$ cat src/rtl/pilha_param.sv
// -----------------------------------------------------------------------------
// pilha_param -- parameterised LIFO stack with a registered pop port
//
// Entries live in a DEPTH x WIDTH array addressed by the fill count: the next
// push lands in entry[count] and the current top is entry[count-1]. A pop
// returns the old top on data_out one clock later, with a one-cycle pop_valid
// strobe. A simultaneous push+pop swaps the top in place, and passes data_in
// straight through when the stack is empty. Refused operations set sticky
// error flags that stay set until err_clr.
//
// Parameters
//   WIDTH     data word width in bits (>= 1)
//   DEPTH     number of stack entries (>= 2)
//   AF_LEVEL  count at or above which almost_full asserts
//
// Ports
//   clk          clock, all state changes on the rising edge
//   rst_n        asynchronous active-low reset
//   push         write data_in onto the top
//   pop          remove the top entry
//   clear        synchronous flush; wins over push/pop
//   err_clr      synchronous clear of overflow/underflow
//   data_in      word to push
//   data_out     registered word returned by the last accepted pop
//   pop_valid    one-cycle strobe: data_out was updated this cycle
//   top          combinational peek of the top entry, 0 when empty
//   count        number of stored entries, 0..DEPTH
//   empty        count == 0
//   full         count == DEPTH
//   almost_full  count >= AF_LEVEL
//   overflow     sticky: a push was refused while full
//   underflow    sticky: a pop was refused while empty
// -----------------------------------------------------------------------------
module pilha_param #(
  parameter int WIDTH    = 8,
  parameter int DEPTH    = 8,
  parameter int AF_LEVEL = DEPTH - 1
) (
  input  logic                           clk,
  input  logic                           rst_n,
  input  logic                           push,
  input  logic                           pop,
  input  logic                           clear,
  input  logic                           err_clr,
  input  logic [WIDTH-1:0]               data_in,
  output logic [WIDTH-1:0]               data_out,
  output logic                           pop_valid,
  output logic [WIDTH-1:0]               top,
  output logic [$clog2(DEPTH+1)-1:0]     count,
  output logic                           empty,
  output logic                           full,
  output logic                           almost_full,
  output logic                           overflow,
  output logic                           underflow
);

  localparam int CW = $clog2(DEPTH + 1);
  localparam int AW = (DEPTH > 1) ? $clog2(DEPTH) : 1;

  logic [WIDTH-1:0] mem [DEPTH];

  logic [CW-1:0]    cnt_p1;
  logic [WIDTH-1:0] data_out_p1;
  logic             vld_p1;
  logic             ovf_p1;
  logic             udf_p1;

  logic             is_empty;
  logic             is_full;
  logic [AW-1:0]    top_idx;
  logic [AW-1:0]    wr_idx;
  logic [WIDTH-1:0] top_word;

  logic             op_push;
  logic             op_pop;
  logic             op_swap;
  logic             op_pass;
  logic             pop_acc;
  logic             mem_we;
  logic             ovf_evt;
  logic             udf_evt;
  logic [WIDTH-1:0] pop_data;

  // Count update kept inside 0..DEPTH even if the decode were ever widened:
  // an increment at DEPTH or a decrement at 0 holds the value instead of
  // wrapping the pointer.
  function automatic logic [CW-1:0] cnt_next(input logic [CW-1:0] cur,
                                             input logic            inc,
                                             input logic            dec);
    logic [CW-1:0] nxt;
    nxt = cur;
    if (inc && !dec && (cur != CW'(DEPTH)))
      nxt = cur + CW'(1);
    else if (dec && !inc && (cur != '0))
      nxt = cur - CW'(1);
    return nxt;
  endfunction

  // ---- stage 0: status and operation decode from the current count ----
  assign is_empty = (cnt_p1 == '0);
  assign is_full  = (cnt_p1 == CW'(DEPTH));
  assign top_idx  = AW'(cnt_p1 - CW'(1));
  assign top_word = mem[top_idx];

  always_comb begin
    op_push = 1'b0;
    op_pop  = 1'b0;
    op_swap = 1'b0;
    op_pass = 1'b0;
    ovf_evt = 1'b0;
    udf_evt = 1'b0;
    if (!clear) begin
      op_push = push && !pop && !is_full;
      op_pop  = pop && !push && !is_empty;
      op_swap = push && pop && !is_empty;
      op_pass = push && pop && is_empty;
      ovf_evt = push && !pop && is_full;
      udf_evt = pop && !push && is_empty;
    end
  end

  assign pop_acc  = op_pop || op_swap || op_pass;
  assign pop_data = op_pass ? data_in : top_word;

  // A swap rewrites the current top; a plain push fills the next free slot.
  // The write is also held off while reset is asserted so an edge that
  // coincides with reset cannot land a half-finished operation in the array.
  assign mem_we = rst_n && (op_push || op_swap);
  assign wr_idx = op_swap ? top_idx : AW'(cnt_p1);

  // ---- stage 1: registered state, pop result and error flags ----
  always_ff @(posedge clk or negedge rst_n) begin
    if (!rst_n) begin
      cnt_p1      <= '0;
      data_out_p1 <= '0;
      vld_p1      <= 1'b0;
      ovf_p1      <= 1'b0;
      udf_p1      <= 1'b0;
    end else begin
      vld_p1 <= pop_acc;
      if (pop_acc)
        data_out_p1 <= pop_data;
      if (clear)
        cnt_p1 <= '0;
      else
        cnt_p1 <= cnt_next(cnt_p1, op_push, op_pop);
      // A new error in the same cycle as err_clr wins, so no event is lost.
      ovf_p1 <= (ovf_p1 && !err_clr) || ovf_evt;
      udf_p1 <= (udf_p1 && !err_clr) || udf_evt;
    end
  end

  // Storage is not reset; only entries below count are ever observable.
  always_ff @(posedge clk) begin
    if (mem_we)
      mem[wr_idx] <= data_in;
  end

  assign data_out    = data_out_p1;
  assign pop_valid   = vld_p1;
  assign count       = cnt_p1;
  assign empty       = is_empty;
  assign full        = is_full;
  assign almost_full = (cnt_p1 >= CW'(AF_LEVEL));
  assign top         = is_empty ? '0 : top_word;
  assign overflow    = ovf_p1;
  assign underflow   = udf_p1;

endmodule

$ cat config.mk
export PLATFORM = sky130hd
export DESIGN_NAME = pilha_param
export DESIGN_NICKNAME = d
export VERILOG_FILES = /design/src/rtl/pilha_param.sv
export SDC_FILE = /design/constraint.sdc
export NUM_CORES = 1
export LEC_CHECK = 0
export BUFFER_PORTS_ARGS = -buffer_cell sky130_fd_sc_hd__buf_2
export CORE_MARGIN = 4
export CORE_UTILIZATION = 30
export CTS_CLUSTER_SIZE = 24
export DETAILED_ROUTE_END_ITERATION = 16
export PLACE_DENSITY = 0.51
export SLEW_MARGIN = 20
export SYNTH_ARGS = -nofsm -noshare
export SYNTH_HDL_FRONTEND = slang
export SYNTH_SLANG_ARGS = --single-unit
$ cat constraint.sdc
create_clock -name clk -period 3.8 [get_ports clk]
set_clock_uncertainty 0.1 [all_clocks]
set_input_delay 0 -clock clk [delete_from_list [all_inputs] [get_ports clk]]
set_output_delay 0 -clock clk [all_outputs]
set_load 0.02 [all_outputs]
==> flow_metrics.env <==
export IMPL_status="complete, no violations"
export IMPL_post_route_min_period_ps=2890
export IMPL_cp_end_kind="flop"
export IMPL_r2r_start="count[1]$_DFFE_PN0P_"
export IMPL_synth_warnings=0
export IMPL_dpl_cell_area_um2=3800
export IMPL_num_nets_final=284
export IMPL_nFillCells=1046
export IMPL_clock_latency_ps=330
export IMPL_endpoint="mem[5][3]$_DFFE_PP_"
export IMPL_drc=0
export IMPL_rsz0062_at_grt="false"
export IMPL_initial_core_util=0.310
export IMPL_synth_area_top_cells="edfxtp_1, dfrtp_1, mux4_1"
export IMPL_synth_fa_ha_area_frac=0.00739
export IMPL_irDropWorstVdd_mv=0.366
export IMPL_setup_violations=0
export IMPL_synth_main_ff_cell="edfxtp_1"
export IMPL_post_route_period_util=0.761
export IMPL_firstDrtPassIters=4
export IMPL_antenna_found_initial=0
export IMPL_critPathMaxFanout=12
export IMPL_power_static_leakage_nw=1.63
export IMPL_drive_gt1_frac=0.319
export IMPL_arrival_ps=2830
export IMPL_gr_total_overflow=0
export IMPL_ys_types=39
export IMPL_gp_congestion=0.793
export IMPL_yosysMostFrequentCell="edfxtp_1"
export IMPL_grt_pass1_vias=2076
export IMPL_synth_top_cell_area_share=0.567
export IMPL_rows=38
export IMPL_drt_iter0_drc=128
export IMPL_cpPeakStageDelay_ps=550
export IMPL_vias=2025
export IMPL_grt_pass1_wl_um=12000
export IMPL_area_growth_pct=23.9
export IMPL_cts_max_level=3
export IMPL_power_density_nw_per_um2=675
export IMPL_syn_area_per_cell_um2=16.9
export IMPL_die_area_um2=13100
export IMPL_hold_viol_final=0
export IMPL_ys_async_sr_fraction=0.190
export IMPL_cts_clk_slew_worst_paths_ps=60
export IMPL_critPathLaunchType="flop"
export IMPL_min_path_type="input pin to flop"
export IMPL_rrSetupSlack_ps=910
export IMPL_synth_edf_count=64
export IMPL_critPathLaunch="count[1]$_DFFE_PN0P_"
export IMPL_die_h_um=114
export IMPL_worstPathCellList="inv_1, ha_1, or3b_1, inv_2, nor2_2, mux2i_2, nor3_1, buf_4"
export IMPL_netlist_area_um2=3390
export IMPL_root_buffer="clkbuf_16"
export IMPL_final_area_um2=4200
export IMPL_vias_per_cell=4.90
export IMPL_rr_endpoint="mem[5][3]$_DFFE_PP_"
export IMPL_drtAntennaViolNets=0
export IMPL_synth_cells=200
export IMPL_cts_tree="built"
export IMPL_cts_buffers_inserted=9
export IMPL_cts_setup_buffers=0
export IMPL_synth_seq_area_share=0.678
export IMPL_dieWidth_um=114
export IMPL_io_buffers=39
export IMPL_wl_per_cell_um=18.6
export IMPL_fin_tns_setup_ps=0
export IMPL_place_hpwl_um=5140
export IMPL_cts_max_path_buffers=2
export IMPL_diodes=0
export IMPL_report_final_slew_viol_count=0
export IMPL_reg2reg_depth=8
export IMPL_syn_num_nets=216
export IMPL_maxCapViolations=0
export IMPL_ys_seq_elements=79
export IMPL_max_freq_mhz=346
export IMPL_synth_xor_area_share=0.00739
export IMPL_grt_max_degree=18
export IMPL_synth_top_cell_by_area="edfxtp_1"
export IMPL_yosys_area_share_simple=0.0683
export IMPL_yosys_top_cells_count="edfxtp_1, dfrtp_1, nor3_1"
export IMPL_cts_sinks=79
export IMPL_worst_slew_pin_slew_ps=564
export IMPL_synth_compound_area_frac=0.0587
export IMPL_synth_mux_area_frac=0.153
export IMPL_path_class="flop to flop"
export IMPL_synth_top_family_by_area="multiplexers"
export IMPL_critPathRequiredTime_ps=3740
export IMPL_grt_use_total=0.124
export IMPL_drt_wl_total_um=7700
export IMPL_core_area_um2=10900
export IMPL_ios=40
export IMPL_maxSlewHeadroom=0.624
export IMPL_crit_path_top_delay_cell="or3b_1"
-- timing repair --
action,in CTS,in global routing
hold buffers,12,0
hold endpoints to repair,93,0
setup endpoints to repair,0,0
gates resized for setup,0,0
-- through the flow --
| step | util | hold slack [ps] | setup slack (ps) | total power, mW | std cells |
|---|---|---|---|---|---|
| after floorplan | - | -396 | 681 | 1.80 | 200 |
| after global placement | 0.347 | -118 | 995 | 2.04 | 385 |
| after detailed placement | 0.347 | -105 | 937 | 2.05 | 385 |
| after CTS | 0.384 | 3.87 | 899 | 2.87 | 413 |
| after global routing | 0.384 | 26.1 | 688 | 2.99 | 413 |
| final | 0.384 | 12.2 | 910 | 2.83 | 413 |
-- critical path: cells and delay by family, from the launching register on --
family                   cells  cell delay (ps)
AND/OR/NAND/NOR              3              940
flip-flops                   1              450
adder cells (fa/ha/maj)      1              270
multiplexers                 1              180
buffers and inverters        3              650
-- layout by cell type (no fill, tap or decap), types with 3 or more instances in the layout --
| cell | Yosys | final |
|---|---|---|
| buf_4 | 3 | 13 |
| edfxtp_1 | 64 | 64 |
| inv_6 | 0 | 3 |
| dlygate4sd3_1 | 0 | 12 |
| a22oi_1 | 9 | 9 |
| mux2i_1 | 9 | 9 |
| nor3_1 | 14 | 14 |
| clkbuf_16 | 0 | 9 |
| mux4_2 | 8 | 8 |
| clkinv_2 | 0 | 3 |
| a21oi_1 | 3 | 3 |
| mux4_1 | 8 | 8 |
| nand3_1 | 4 | 4 |
| o21ai_1 | 10 | 10 |
| buf_2 | 1 | 39 |
| nor2_1 | 10 | 10 |
| dfrtp_1 | 15 | 15 |
| inv_1 | 5 | 5 |
-- registers in the layout, summed over array words and instances (netlist names) --
signal / cells
data_out: 8
underflow: 1
mem: 64
pop_valid: 1
count: 4
overflow: 1
-- cell families after synthesis --
kind of cell / after synthesis
AOI/OAI and AO/OA: 31
xor gates and xnor gates: 2
adders and majority gates: 2
buffers and inverters: 15
DFF: 79
muxes: 28
and+or+nand+nor: 43
-- where the power goes --
group          switching (mW)  internal, mW
Sequential             0.0442          1.00
Combinational           0.582         0.396
Clock                   0.357         0.450
-- final cells by class --
| type | instances | area [um^2] | share of cell area |
|---|---|---|---|
| clock buffers | 9 | 225 | 0.0537 |
| clock inverters | 7 | 52.6 | 0.0125 |
| inverters | 8 | 32.5 | 0.00775 |
| multi-input cells | 106 | 1000 | 0.238 |
| flip-flops and latches | 79 | 2300 | 0.548 |
| well taps | 140 | 175 | 0.0418 |
| repair buffers | 64 | 413 | 0.0984 |
-- how the worst min path moves through the flow --
stage / from / end / slack, ps / cells past startpoint
2_1_floorplan: rst_n / count[0]$_DFFE_PN0P_ / -400 / 0
3_3_place_gp: rst_n / count[2]$_DFFE_PN0P_ / -120 / 1
3_5_place_dp: rst_n / count[2]$_DFFE_PN0P_ / -110 / 1
4_1_cts: pop / overflow$_DFF_PN0_ / 4 / 3
5_1_grt: pop / overflow$_DFF_PN0_ / 30 / 3
6_report: pop / overflow$_DFF_PN0_ / 10 / 3
-- per-layer routing --
metal / routed length [um] / up-vias / GRT usage
met5: 0 / - / 0
met4: 56 / 0 / 0.0214
met3: 543 / 7 / 0.0433
met2: 3530 / 61 / 0.189
met1: 3580 / 1016 / 0.173
li1: - / 941 / -
Note: power is estimated with default switching activity, not from simulation.
